<file path="src/rtl/tomasulo_pkg.sv">
// Shared types for the Tomasulo front end: opcodes, instruction field layout,
// the decoded-instruction record and the fetch FSM states.
package tomasulo_pkg;

  localparam logic [3:0] OP_ADD = 4'b0000;
  localparam logic [3:0] OP_SUB = 4'b0001;
  localparam logic [3:0] OP_MUL = 4'b0010;

  localparam int FIELD_W = 4;
  localparam int OP_LSB  = 12;
  localparam int RS1_LSB = 8;
  localparam int RS2_LSB = 4;
  localparam int RD_LSB  = 0;

  typedef struct packed {
    logic [3:0] op;
    logic [3:0] rs1;
    logic [3:0] rs2;
    logic [3:0] rd;
  } decoded_t;

  typedef enum logic [1:0] {IDLE, FETCH, DRAIN, DONE} fetch_state_t;

  function automatic decoded_t decode(input logic [15:0] instr);
    decoded_t d;
    d.op  = instr[OP_LSB  +: FIELD_W];
    d.rs1 = instr[RS1_LSB +: FIELD_W];
    d.rs2 = instr[RS2_LSB +: FIELD_W];
    d.rd  = instr[RD_LSB  +: FIELD_W];
    return d;
  endfunction

  function automatic logic is_legal(input logic [3:0] op);
    return (op == OP_ADD) || (op == OP_SUB) || (op == OP_MUL);
  endfunction

endpackage

</file>
<file path="src/rtl/fetch_fifo.sv">
// DEPTH-entry synchronous FIFO of decoded instructions. The head is held in a
// register so the issue fields are glitch-free and keep their value when empty.
module fetch_fifo
  import tomasulo_pkg::*;
#(
  parameter  int DEPTH = 4,
  localparam int PTR_W = $clog2(DEPTH),
  localparam int CNT_W = PTR_W + 1
) (
  input  logic             clk,
  input  logic             rst_n,
  input  logic             clear,
  input  logic             push,
  input  decoded_t         push_data,
  input  logic             pop,
  output decoded_t         head,
  output logic [CNT_W-1:0] count,
  output logic             full,
  output logic             empty
);

  decoded_t mem [DEPTH];

  logic [PTR_W-1:0] rd_ptr_reg, rd_ptr_next;
  logic [PTR_W-1:0] wr_ptr_reg, wr_ptr_next;
  logic [CNT_W-1:0] count_reg, count_next;
  decoded_t         head_reg, head_next;
  logic             do_pop;

  assign empty  = (count_reg == '0);
  assign full   = (count_reg == CNT_W'(DEPTH));
  assign do_pop = pop && !empty;
  assign count  = count_reg;
  assign head   = head_reg;

  always_comb begin
    rd_ptr_next = rd_ptr_reg;
    wr_ptr_next = wr_ptr_reg;
    count_next  = count_reg;
    head_next   = head_reg;
    if (clear) begin
      rd_ptr_next = '0;
      wr_ptr_next = '0;
      count_next  = '0;
    end else begin
      if (push)   wr_ptr_next = wr_ptr_reg + 1'b1;
      if (do_pop) rd_ptr_next = rd_ptr_reg + 1'b1;
      case ({push, do_pop})
        2'b10:   count_next = count_reg + 1'b1;
        2'b01:   count_next = count_reg - 1'b1;
        default: count_next = count_reg;
      endcase
      // The new head is either already stored or is the word being written now.
      if (count_next != '0) begin
        if (push && (rd_ptr_next == wr_ptr_reg)) head_next = push_data;
        else                                      head_next = mem[rd_ptr_next];
      end
    end
  end

  always_ff @(posedge clk) begin
    if (push && !clear) mem[wr_ptr_reg] <= push_data;
  end

  always_ff @(posedge clk or negedge rst_n) begin
    if (!rst_n) begin
      rd_ptr_reg <= '0;
      wr_ptr_reg <= '0;
      count_reg  <= '0;
      head_reg   <= '0;
    end else begin
      rd_ptr_reg <= rd_ptr_next;
      wr_ptr_reg <= wr_ptr_next;
      count_reg  <= count_next;
      head_reg   <= head_next;
    end
  end

endmodule

</file>
<file path="src/rtl/instr_fetch_queue.sv">
// Fetch front end: drives pc/fetch_stall to a 1-cycle instruction memory,
// decodes the returned word and queues it for issue over valid/ready.
module instr_fetch_queue
  import tomasulo_pkg::*;
#(
  parameter int DEPTH    = 4,
  parameter int PROG_LEN = 6,
  parameter int PC_W     = 4,
  parameter int INSTR_W  = 16
) (
  input  logic               clk1,
  input  logic               rst_n,
  input  logic               start,
  input  logic               flush,
  output logic [PC_W-1:0]    pc,
  output logic               fetch_stall,
  input  logic [INSTR_W-1:0] instr_in,
  output logic               issue_valid,
  input  logic               issue_ready,
  output logic [3:0]         issue_op,
  output logic [3:0]         issue_rs1,
  output logic [3:0]         issue_rs2,
  output logic [3:0]         issue_rd,
  output logic               illegal,
  output logic               done
);

  localparam int CNT_W = $clog2(DEPTH) + 1;

  fetch_state_t     state_reg, state_next;
  logic [PC_W-1:0]  pc_reg, pc_next;
  logic             inflight_reg, inflight_next;
  logic             illegal_reg, illegal_next;

  logic             fire, last_fire, push;
  logic [CNT_W:0]   occupancy;
  decoded_t         word, head;
  logic [CNT_W-1:0] fifo_count;
  logic             fifo_full, fifo_empty;

  assign word = decode(instr_in[15:0]);

  // Reserve a slot for the word in flight; a same-cycle pop earns no credit.
  assign occupancy = {1'b0, fifo_count} + (CNT_W+1)'(inflight_reg);
  assign fire      = (state_reg == FETCH) && (occupancy < (CNT_W+1)'(DEPTH));
  assign last_fire = fire && (pc_reg == PC_W'(PROG_LEN - 1));
  assign push      = inflight_reg && is_legal(word.op) && !flush;

  always_comb begin
    state_next    = state_reg;
    pc_next       = pc_reg;
    inflight_next = fire;
    illegal_next  = illegal_reg;
    if (inflight_reg && !is_legal(word.op) && !flush) illegal_next = 1'b1;
    if (fire) pc_next = pc_reg + 1'b1;
    case (state_reg)
      IDLE, DONE: begin
        if (start) begin
          state_next = FETCH;
          pc_next    = '0;
        end
      end
      FETCH:   if (last_fire) state_next = DRAIN;
      DRAIN:   if (!inflight_reg && fifo_empty) state_next = DONE;
      default: state_next = IDLE;
    endcase
    if (flush) begin
      state_next    = IDLE;
      pc_next       = '0;
      inflight_next = 1'b0;
    end
  end

  always_ff @(posedge clk1 or negedge rst_n) begin
    if (!rst_n) begin
      state_reg    <= IDLE;
      pc_reg       <= '0;
      inflight_reg <= 1'b0;
      illegal_reg  <= 1'b0;
    end else begin
      state_reg    <= state_next;
      pc_reg       <= pc_next;
      inflight_reg <= inflight_next;
      illegal_reg  <= illegal_next;
    end
  end

  fetch_fifo #(.DEPTH(DEPTH)) u_fifo (
    .clk       (clk1),
    .rst_n     (rst_n),
    .clear     (flush),
    .push      (push),
    .push_data (word),
    .pop       (issue_ready),
    .head      (head),
    .count     (fifo_count),
    .full      (fifo_full),
    .empty     (fifo_empty)
  );

  assert property (@(posedge clk1) disable iff (!rst_n) !(push && fifo_full));

  assign pc          = pc_reg;
  assign fetch_stall = !fire;
  assign issue_valid = !fifo_empty;
  assign issue_op    = head.op;
  assign issue_rs1   = head.rs1;
  assign issue_rs2   = head.rs2;
  assign issue_rd    = head.rd;
  assign illegal     = illegal_reg;
  assign done        = (state_reg == DONE);

endmodule
</file>
<file path="config.mk">
export PLATFORM = sky130hd
export DESIGN_NAME = instr_fetch_queue
export DESIGN_NICKNAME = d
export VERILOG_FILES = /design/src/rtl/tomasulo_pkg.sv /design/src/rtl/fetch_fifo.sv /design/src/rtl/instr_fetch_queue.sv
export SDC_FILE = /design/constraint.sdc
export NUM_CORES = 1
export LEC_CHECK = 0
export ABC_AREA = 1
export CORE_MARGIN = 3
export CORE_UTILIZATION = 57
export CTS_CLUSTER_DIAMETER = 200
export DETAILED_ROUTE_END_ITERATION = 10
export GPL_TIMING_DRIVEN = 0
export PLACE_DENSITY = 0.8
export RECOVER_POWER = 50
export SYNTH_ARGS = -nofsm -noshare
export SYNTH_HDL_FRONTEND = slang
export SYNTH_HIERARCHICAL = 1
export SYNTH_SLANG_ARGS = --single-unit
</file>
<file path="constraint.sdc">
create_clock -name clk1 -period 3.1 [get_ports clk1]
set_input_delay 0.62 -clock clk1 [delete_from_list [all_inputs] [get_ports clk1]]
set_output_delay 0.62 -clock clk1 [all_outputs]
set_load 0.01 [all_outputs]
</file>
==> impl_metrics.py, run 1 <==
metrics = {
    "status": {
        "status": "finished, violations left",
        "violations": "max-capacitance violations, max-slew violations",
    },
    "worst_setup_path": {
        "timing.critical_path.mode_cell": "nand2_1",
        "start_kind": "input port",
        "slowest_stage": "fa_1",
        "cp.required_ns": 3.41,
        "cp_top_family": "simple AND/OR/NAND/NOR gates",
        "path_cells": "dlygate4sd2_1 > nor2_1 > nand2_1 > nor3_4 > inv_1 > ha_1 > fa_1 > a21oi_1 > o21ai_1 > xor2_1 > nand2_1 > nand2_4 > inv_2 > buf_4 > nand2_1 > nand2_1",
        "critPathArrivalTime_ns": 3.27,
        "endpoint_kind": "flip-flop",
        "critPathBufInv": 4,
        "crit_path_max_incr_delay_ns": 0.42,
        "cp_max_fo": 10,
        "worst-setup-path-type": "input port to flip-flop",
    },
    "layout": {
        "n_antenna_cell": 0,
        "nets": 530,
        "largest_register_ffs": 64,
        "final_core_util": 0.700,
        "area_delta_synth_final_pct": 17.0,
        "multi_input_area_mm2": 0.00150,
        "nFillCells": 558,
        "drive_gt1_frac": 0.0994,
        "final_common_cell": "nand2_1",
        "mostFrequentLayoutCells": "123 x nand2_1, 90 x nand3_1, 64 x edfxtp_1",
        "seqCellArea_mm2": 0.00270,
    },
    "global_route": {
        "grt_pass1_vias": 3442,
        "antenna_found_initial": 0,
        "use_met2": 0.383,
        "grt_usage": 0.238,
        "overflow": 0,
        "grt_max_degree": 32,
        "globalRouteMet3Util": 0.0377,
        "use_met1": 0.307,
        "grt-busiest-layer": "met2",
        "grt_pass1_wl_um": 16000,
    },
    "cts": {
        "h-tree-depth": 3,
        "cts_sinks": 95,
        "clock_latency_ns": 0.36,
        "cts_buffers": 9,
        "hold_buffers": 0,
        "clockBufferDepth": 2,
        "cts_tree": "built",
        "clock-root-buffer": "clkbuf_8",
        "clk_pin_slew_ns": 0.09,
    },
    "floorplan": {
        "dieArea_mm2": 0.00887,
        "fp-row-count": 31,
        "coreArea_mm2": 0.00741,
        "initial_utilization": 0.598,
        "fp.dieW_um": 94.2,
        "num_io_pins": 45,
        "die_h_um": 94.2,
    },
    "placement": {
        "gp_congestion": 0.844,
        "dp_hpwl_um": 6730,
        "numPortBuffers": 44,
    },
    "route": {
        "via_per_inst": 5.80,
        "drt_iter0_markers": 324,
        "first_pass_iters": 5,
        "wirelength_um": 9980,
        "route.vias.total": 3493,
        "drc": 0,
        "routedWlPerCell_um": 16.6,
        "ant_nets": 0,
    },
    "timing": {
        "period_needed_ns": 2.96,
        "slew_headroom": -0.100,
        "slew_violations": 32,
        "grt_setup_unrepaired": "false",
        "period_share": 0.955,
        "setup_viol": 0,
        "clock_skew_ns": 0.0138,
        "tightest_slew_ns": 1.65,
        "hold_viol": 0,
        "max_freq_ghz": 0.338,
    },
    "power": {
        "switchingPower_uw": 950,
        "comb_power_share": 0.262,
        "p_int_uw": 2180,
        "finalPower_uw": 3130,
        "power.switching_fraction": 0.304,
        "power_density_mw_per_mm2": 603,
        "power_frac_seq": 0.510,
        "peakVddDrop_mv": 0.383,
        "leakage_uw": 0.00223,
        "pwr-share-clk": 0.228,
    },
    "min_path": {
        "hp-class": "flip-flop to flip-flop",
    },
    "run": {
        "maxCapViolCount": 1,
    },
    "synthesis": {
        "syn-instance-count": 440,
        "synth_nets": 472,
        "avgSynthCellArea_um2": 10.1,
        "synth_warnings": 6,
        "synth_area_mm2": 0.00443,
    },
}
worst paths after layout:
check                                start              endpoint  slack, ns  cells past startpoint
setup reg to reg           u_fifo/count[1]        u_fifo/head[5]       0.42                     15
setup / recovery              instr_in[15]        u_fifo/head[5]       0.14                     16
hold reg to reg                    illegal               illegal       0.48                      1
min in group asynchronous            rst_n                 pc[0]       0.67                      1
max in group asynchronous            rst_n  u_fifo/rd_ptr_reg[1]       1.47                      1
hold / removal                     illegal               illegal       0.48                      1
metrics by stage:
step	instances	setup slack [ns]	cell area [µm²]	setup TNS (ns)	hold WS [ns]
2_1_floorplan	440	0.289	4430	0	0.324
3_3_place_gp	583	-0.821	4990	-44.64	0.459
3_5_place_dp	585	-0.922	5030	-21.94	0.461
4_1_cts	601	0.0172	5220	0	0.479
5_1_grt	602	0.0241	5180	0	0.495
6_report	602	0.140	5180	0	0.477
power by group through the flow:
stage | Clock (µW) | Sequential [µW] | Combinational, µW
floorplan | 0 | 1660 | 387
global placement | 0 | 1620 | 810
detailed placement | 0 | 1620 | 835
CTS | 720 | 1600 | 850
global route | 772 | 1610 | 916
finish | 712 | 1590 | 820
worst reg2reg max path, stage by stage (launching register included):
cell	delay, ns
dfrtp_1	0.45
nor2_2	0.17
nand2_4	0.09
nand2_2	0.10
inv_1	0.05
ha_1	0.22
fa_1	0.42
a21oi_1	0.17
o21ai_1	0.11
xor2_1	0.15
nand2_1	0.12
nand2_4	0.11
inv_2	0.13
buf_4	0.19
nand2_1	0.09
nand2_1	0.08
per-layer routing:
layer / up-vias / routed length [µm]
met5: - / 0
met4: 0 / 258
met3: 29 / 804
met2: 193 / 5010
met1: 1676 / 3910
li1: 1595 / -
layout make-up:
cell class,instances,share of cell area
tap,99,0.0239
clock inverter,5,0.00676
sequential,95,0.520
inverter,42,0.0307
clock buffer,11,0.0253
timing repair buffer,47,0.0854
multi-input combinational,286,0.290
buffer,17,0.0174
timing repair:
item,4_1_cts,5_1_grt
pin swaps,0,1
setup endpoints to repair,16,10
gates resized for setup,11,3
buffers inserted,0,1
endpoints found under the hold margin,0,0
(Power assumes the default switching activity.)
==> run 2, diff against run 1 <==
- CAP_MARGIN: unset -> 20
- CORE_UTILIZATION: 57 -> 59
- CTS_BUF_LIST: unset -> sky130_fd_sc_hd__clkbuf_2
- PLACE_DENSITY: 0.8 -> 0.82
==> impl_metrics.py, run 2 (synthesized netlist as in run 1, its figures left out) <==
metrics = {
    "timing": {
        "slew_headroom": 0.326,
        "grt_setup_unrepaired": "false",
        "tightest_slew_ns": 1.01,
        "clock_skew_ns": 0.0205,
        "period_share": 0.949,
        "whs_ns": 0.407,
        "max_freq_ghz": 0.340,
        "hold_viol": 0,
        "period_needed_ns": 2.94,
        "slew_violations": 0,
        "setup_viol": 0,
    },
    "power": {
        "finalPower_uw": 3020,
        "power.switching_fraction": 0.312,
        "power_frac_seq": 0.530,
        "leakage_uw": 0.00221,
        "switchingPower_uw": 940,
        "peakVddDrop_mv": 0.416,
        "pwr-share-clk": 0.198,
        "p_int_uw": 2080,
        "comb_power_share": 0.272,
        "power_density_mw_per_mm2": 588,
    },
    "floorplan": {
        "num_io_pins": 45,
        "coreArea_mm2": 0.00702,
        "fp-row-count": 30,
        "dieArea_mm2": 0.00858,
        "fp.dieW_um": 92.7,
        "initial_utilization": 0.631,
        "die_h_um": 92.7,
    },
    "route": {
        "drc": 0,
        "wl_met1_um": 3960,
        "dr_wl_met2_um": 4910,
        "via_per_inst": 5.72,
        "route.vias.total": 3426,
        "wirelength_um": 9980,
        "met3_length_um": 841,
        "routedWlPerCell_um": 16.7,
        "first_pass_iters": 6,
        "drt_iter0_markers": 354,
        "ant_nets": 0,
        "top_layer_used": "met4",
    },
    "global_route": {
        "grt_max_degree": 20,
        "overflow": 0,
        "grt_usage": 0.245,
        "grt_pass1_wl_um": 16100,
        "grt_pass1_vias": 3430,
        "antenna_found_initial": 0,
    },
    "layout": {
        "mostFrequentLayoutCells": "123 x nand2_1, 90 x nand3_1, 64 x edfxtp_1",
        "largest_register_ffs": 64,
        "multi_input_area_mm2": 0.00150,
        "nFillCells": 518,
        "final_core_util": 0.730,
        "nets": 530,
        "area_delta_synth_final_pct": 15.7,
        "n_antenna_cell": 0,
        "seqCellArea_mm2": 0.00270,
        "stdcell_area_mm2": 0.00512,
        "final_common_cell": "nand2_1",
        "drive_gt1_frac": 0.103,
    },
    "cts": {
        "cts_sinks": 95,
        "clk_pin_slew_ns": 0.24,
        "clock_latency_ns": 0.54,
        "h-tree-depth": 3,
        "cts_tree": "built",
        "hold_buffers": 0,
        "cts_buffers": 9,
        "clockBufferDepth": 2,
        "clock-root-buffer": "clkbuf_2",
    },
    "worst_setup_path": {
        "crit_end": "u_fifo/head[7]",
        "setup.worst_path.start": "instr_in[14]",
        "cp.depth": 14,
        "slowest_stage": "clkdlybuf4s50_1",
        "critPathBufInv": 3,
        "rrSetupSlack_ns": 0.41,
        "reg2regPathDepth": 13,
        "worst-setup-path-type": "input port to flip-flop",
        "cp_top_family": "simple AND/OR/NAND/NOR gates",
        "crit_path_max_incr_delay_ns": 0.51,
        "endpoint_kind": "flip-flop",
        "r2r_start": "u_fifo/count[1]",
        "cp.required_ns": 3.59,
        "path_cells": "clkdlybuf4s50_1 > nor2_1 > nand2_1 > nor3_4 > inv_1 > ha_1 > fa_1 > o21ai_0 > xor2_1 > nand2_1 > nand2_4 > clkbuf_2 > nand3_1 > nand2_1",
        "rr_endpoint": "u_fifo/head[7]",
        "start_kind": "input port",
        "cp_max_fo": 10,
        "critPathArrivalTime_ns": 3.43,
        "timing.critical_path.mode_cell": "nand2_1",
    },
    "placement": {
        "numPortBuffers": 44,
        "gp_congestion": 0.840,
        "dp_hpwl_um": 6860,
        "placed_cell_area_mm2": 0.00503,
    },
    "min_path": {
        "hp-class": "input port to flip-flop",
    },
    "status": {
        "status": "finished, final reports clean",
    },
    "run": {
        "maxCapViolCount": 0,
    },
}
==> run 2: cell types whose count changed in the layout (fill, tap and decap cells not counted), moves of 2 or more <==
cell             previous run  this run
clkbuf_1                   11         8
clkbuf_2                    0        10
clkbuf_8                    9         0
clkdlybuf4s50_1            25        29
inv_1                      38        36
inv_2                       3         5
==> run 2: worst min-delay path by stage <==
stage	startpoint	cells past startpoint	end
6_report	instr_in[15]	1	u_fifo/mem[2][15]
2_1_floorplan	rst_n	0	illegal
3_3_place_gp	illegal	1	illegal
4_1_cts	rst_n	1	pc[3]
5_1_grt	instr_in[15]	1	u_fifo/mem[0][15]
3_5_place_dp	u_fifo/head[0]	2	u_fifo/head[0]
==> run 2: final cells by class <==
| cell class | instances | area share |
|---|---|---|
| Clock inverter | 7 | 0.0142 |
| Timing Repair Buffer | 47 | 0.0874 |
| Inverter | 42 | 0.0310 |
| Tap cell | 96 | 0.0234 |
| Clock buffer | 9 | 0.00879 |
| Buffer | 17 | 0.0168 |
| Multi-Input combinational cell | 286 | 0.292 |
| Sequential cell | 95 | 0.526 |
==> run 2: metrics by stage <==
step | setup slack [ns] | setup TNS [ns] | std cells
after floorplan | 0.289 | 0 | 440
after global placement | -0.796 | -42.30 | 580
after detailed placement | -0.894 | -22.85 | 582
after CTS | 0.110 | 0 | 598
after global routing | 0.00880 | 0 | 599
final | 0.158 | 0 | 599
==> run 2: power by group through the flow <==
stage / combinational [µW] / clock [µW] / sequential, µW
2_1_floorplan: 387 / 0 / 1660
4_1_cts: 855 / 601 / 1600
3_5_place_dp: 848 / 0 / 1620
3_3_place_gp: 811 / 0 / 1620
5_1_grt: 906 / 654 / 1620
6_report: 820 / 598 / 1600
==> run 2: per-layer routing <==
metal	global-route usage	vias up
met5	0	-
met4	0.132	0
met3	0.0325	28
met2	0.411	184
met1	0.310	1611
li1	-	1603
==> run 2: what timing repair did <==
action / 4_1_cts / 5_1_grt
buffers inserted: 0 / 1
cloned: 0 / 0
resized for setup: 6 / 3
pin swaps: 0 / 1
setup endpoints to repair: 16 / 10
==> run 3, diff against run 2 <==
- CTS_CLUSTER_SIZE: unset -> 12
- MAX_ROUTING_LAYER: unset -> met4
- PLACE_DENSITY: 0.82 -> 0.84
==> impl_metrics.py, run 3 (synthesized netlist as in run 1, its figures left out) <==
metrics = {
    "placement": {
        "gp_congestion": 0.873,
        "numPortBuffers": 44,
        "dp_hpwl_um": 6860,
        "pre_cts_ws_ns": -0.988,
    },
    "timing": {
        "slew_violations": 0,
        "setup_slack_ns": 0.0848,
        "setup_viol": 0,
        "grt_setup_unrepaired": "false",
        "hold_viol": 0,
        "period_share": 0.973,
        "period_needed_ns": 3.02,
        "max_freq_ghz": 0.332,
        "tightest_slew_ns": 0.995,
        "slew_headroom": 0.336,
        "clock_skew_ns": 0.0221,
    },
    "worst_setup_path": {
        "timing.critical_path.mode_cell": "nand2_1",
        "worst-setup-path-type": "input port to flip-flop",
        "cp.depth": 13,
        "cp.required_ns": 3.60,
        "cp_top_family": "buffers and inverters",
        "crit_path_max_incr_delay_ns": 0.72,
        "reg2regPathDepth": 13,
        "cp_max_fo": 11,
        "slowest_stage": "dlygate4sd3_1",
        "critPathArrivalTime_ns": 3.51,
        "path_cells": "dlygate4sd3_1 > nor3_4 > inv_1 > ha_1 > fa_1 > a21oi_1 > o21ai_1 > xor2_1 > nand2_1 > nand2_2 > clkbuf_4 > nand3_1 > nand2_1",
        "critPathBufInv": 3,
        "start_kind": "input port",
        "endpoint_kind": "flip-flop",
    },
    "cts": {
        "cts_buffers": 9,
        "clock-root-buffer": "clkbuf_2",
        "cts_tree": "built",
        "clk_pin_slew_ns": 0.23,
        "cts_sinks": 95,
        "clockBufferDepth": 2,
        "clock_latency_ns": 0.55,
        "h-tree-depth": 3,
        "hold_buffers": 0,
    },
    "global_route": {
        "antenna_found_initial": 0,
        "grt_pass1_vias": 3299,
        "grt_max_degree": 18,
        "overflow": 0,
        "grt_pass1_wl_um": 15800,
        "grt_usage": 0.248,
    },
    "floorplan": {
        "fp-row-count": 30,
        "num_io_pins": 45,
        "dieArea_mm2": 0.00858,
        "fp.dieW_um": 92.7,
        "initial_utilization": 0.631,
        "die_h_um": 92.7,
        "coreArea_mm2": 0.00702,
    },
    "route": {
        "wirelength_um": 9970,
        "via_per_inst": 5.81,
        "routedWlPerCell_um": 16.6,
        "drc": 0,
        "ant_nets": 0,
        "first_pass_iters": 7,
        "drt_iter0_markers": 383,
        "route.vias.total": 3478,
    },
    "layout": {
        "drive_gt1_frac": 0.103,
        "nets": 530,
        "area_delta_synth_final_pct": 16.0,
        "nFillCells": 472,
        "final_common_cell": "nand2_1",
        "largest_register_ffs": 64,
        "n_antenna_cell": 0,
        "final_core_util": 0.732,
        "mostFrequentLayoutCells": "123 x nand2_1, 90 x nand3_1, 64 x edfxtp_1",
    },
    "run": {
        "maxCapViolCount": 0,
    },
    "power": {
        "peakVddDrop_mv": 0.295,
        "leakage_uw": 0.00222,
        "finalPower_uw": 2990,
        "power_density_mw_per_mm2": 583,
    },
    "status": {
        "status": "finished, final reports clean",
    },
    "min_path": {
        "hp-class": "input port to asynchronous set/reset pin",
    },
}
## run 3: timing repair
action | in CTS | in global routing
resized for setup | 4 | 5
endpoints found under the hold margin | 0 | 0
endpoints found under the setup margin | 16 | 10
setup buffers | 0 | 0
## run 3: area by class of cell
type | count | area (µm²) | share of cell area
Buffer | 17 | 88.8 | 0.0173
Clock buffer | 9 | 45.0 | 0.00877
Sequential cell | 95 | 2700 | 0.525
Timing Repair Buffer | 47 | 470 | 0.0916
Inverter | 42 | 159 | 0.0309
Clock inverter | 7 | 63.8 | 0.0124
Tap cell | 96 | 120 | 0.0234
Multi-Input combinational cell | 286 | 1490 | 0.291
## run 3: through the flow
| stage | TNS [ns] | instance area [µm²] | std cells | hold slack [ns] |
|---|---|---|---|---|
| after floorplan | 0 | 4430 | 440 | 0.324 |
| after global placement | -42.98 | 4990 | 580 | 0.456 |
| after detailed placement | -19.83 | 5050 | 583 | 0.466 |
| after CTS | 0 | 5170 | 599 | 0.476 |
| after global routing | 0 | 5140 | 599 | 0.462 |
| final | 0 | 5140 | 599 | 0.491 |
## run 3: routing by layer
layer,global-route usage,vias up,wire (µm)
li1,-,1599,-
met1,0.303,1634,3770
met2,0.396,209,5040
met3,0.0471,36,892
met4,0.126,0,277
met5,-,-,0
## run 3: worst reg2reg max path, cell delays in order, from the launching register on
cell	delay (ns)
dfrtp_1	0.45
inv_1	0.09
nor3_4	0.26
inv_1	0.07
ha_1	0.24
fa_1	0.40
a21oi_1	0.13
o21ai_1	0.09
xor2_1	0.14
nand2_1	0.10
nand2_2	0.18
clkbuf_4	0.26
nand3_1	0.16
nand2_1	0.10
## run 3: worst paths after layout
| kind | to | from | slack, ns |
|---|---|---|---|
| max | u_fifo/head[6] | flush | 0.08 |
| min | pc[3] | rst_n | 0.49 |
| max reg2reg | u_fifo/head[6] | inflight_reg | 0.39 |
| min reg2reg | u_fifo/head[2] | u_fifo/head[2] | 0.51 |
| max in group asynchronous | u_fifo/rd_ptr_reg[1] | rst_n | 1.33 |
| min in group clk1 | u_fifo/head[2] | u_fifo/head[2] | 0.51 |
## run 3: power breakdown
| part | switching (µW) | internal, µW | total, µW | leakage (µW) |
|---|---|---|---|---|
| logic | 429 | 400 | 829 | 0.00118 |
| registers | 103 | 1490 | 1590 | 0.000976 |
| clock network | 394 | 178 | 572 | 0.0000613 |
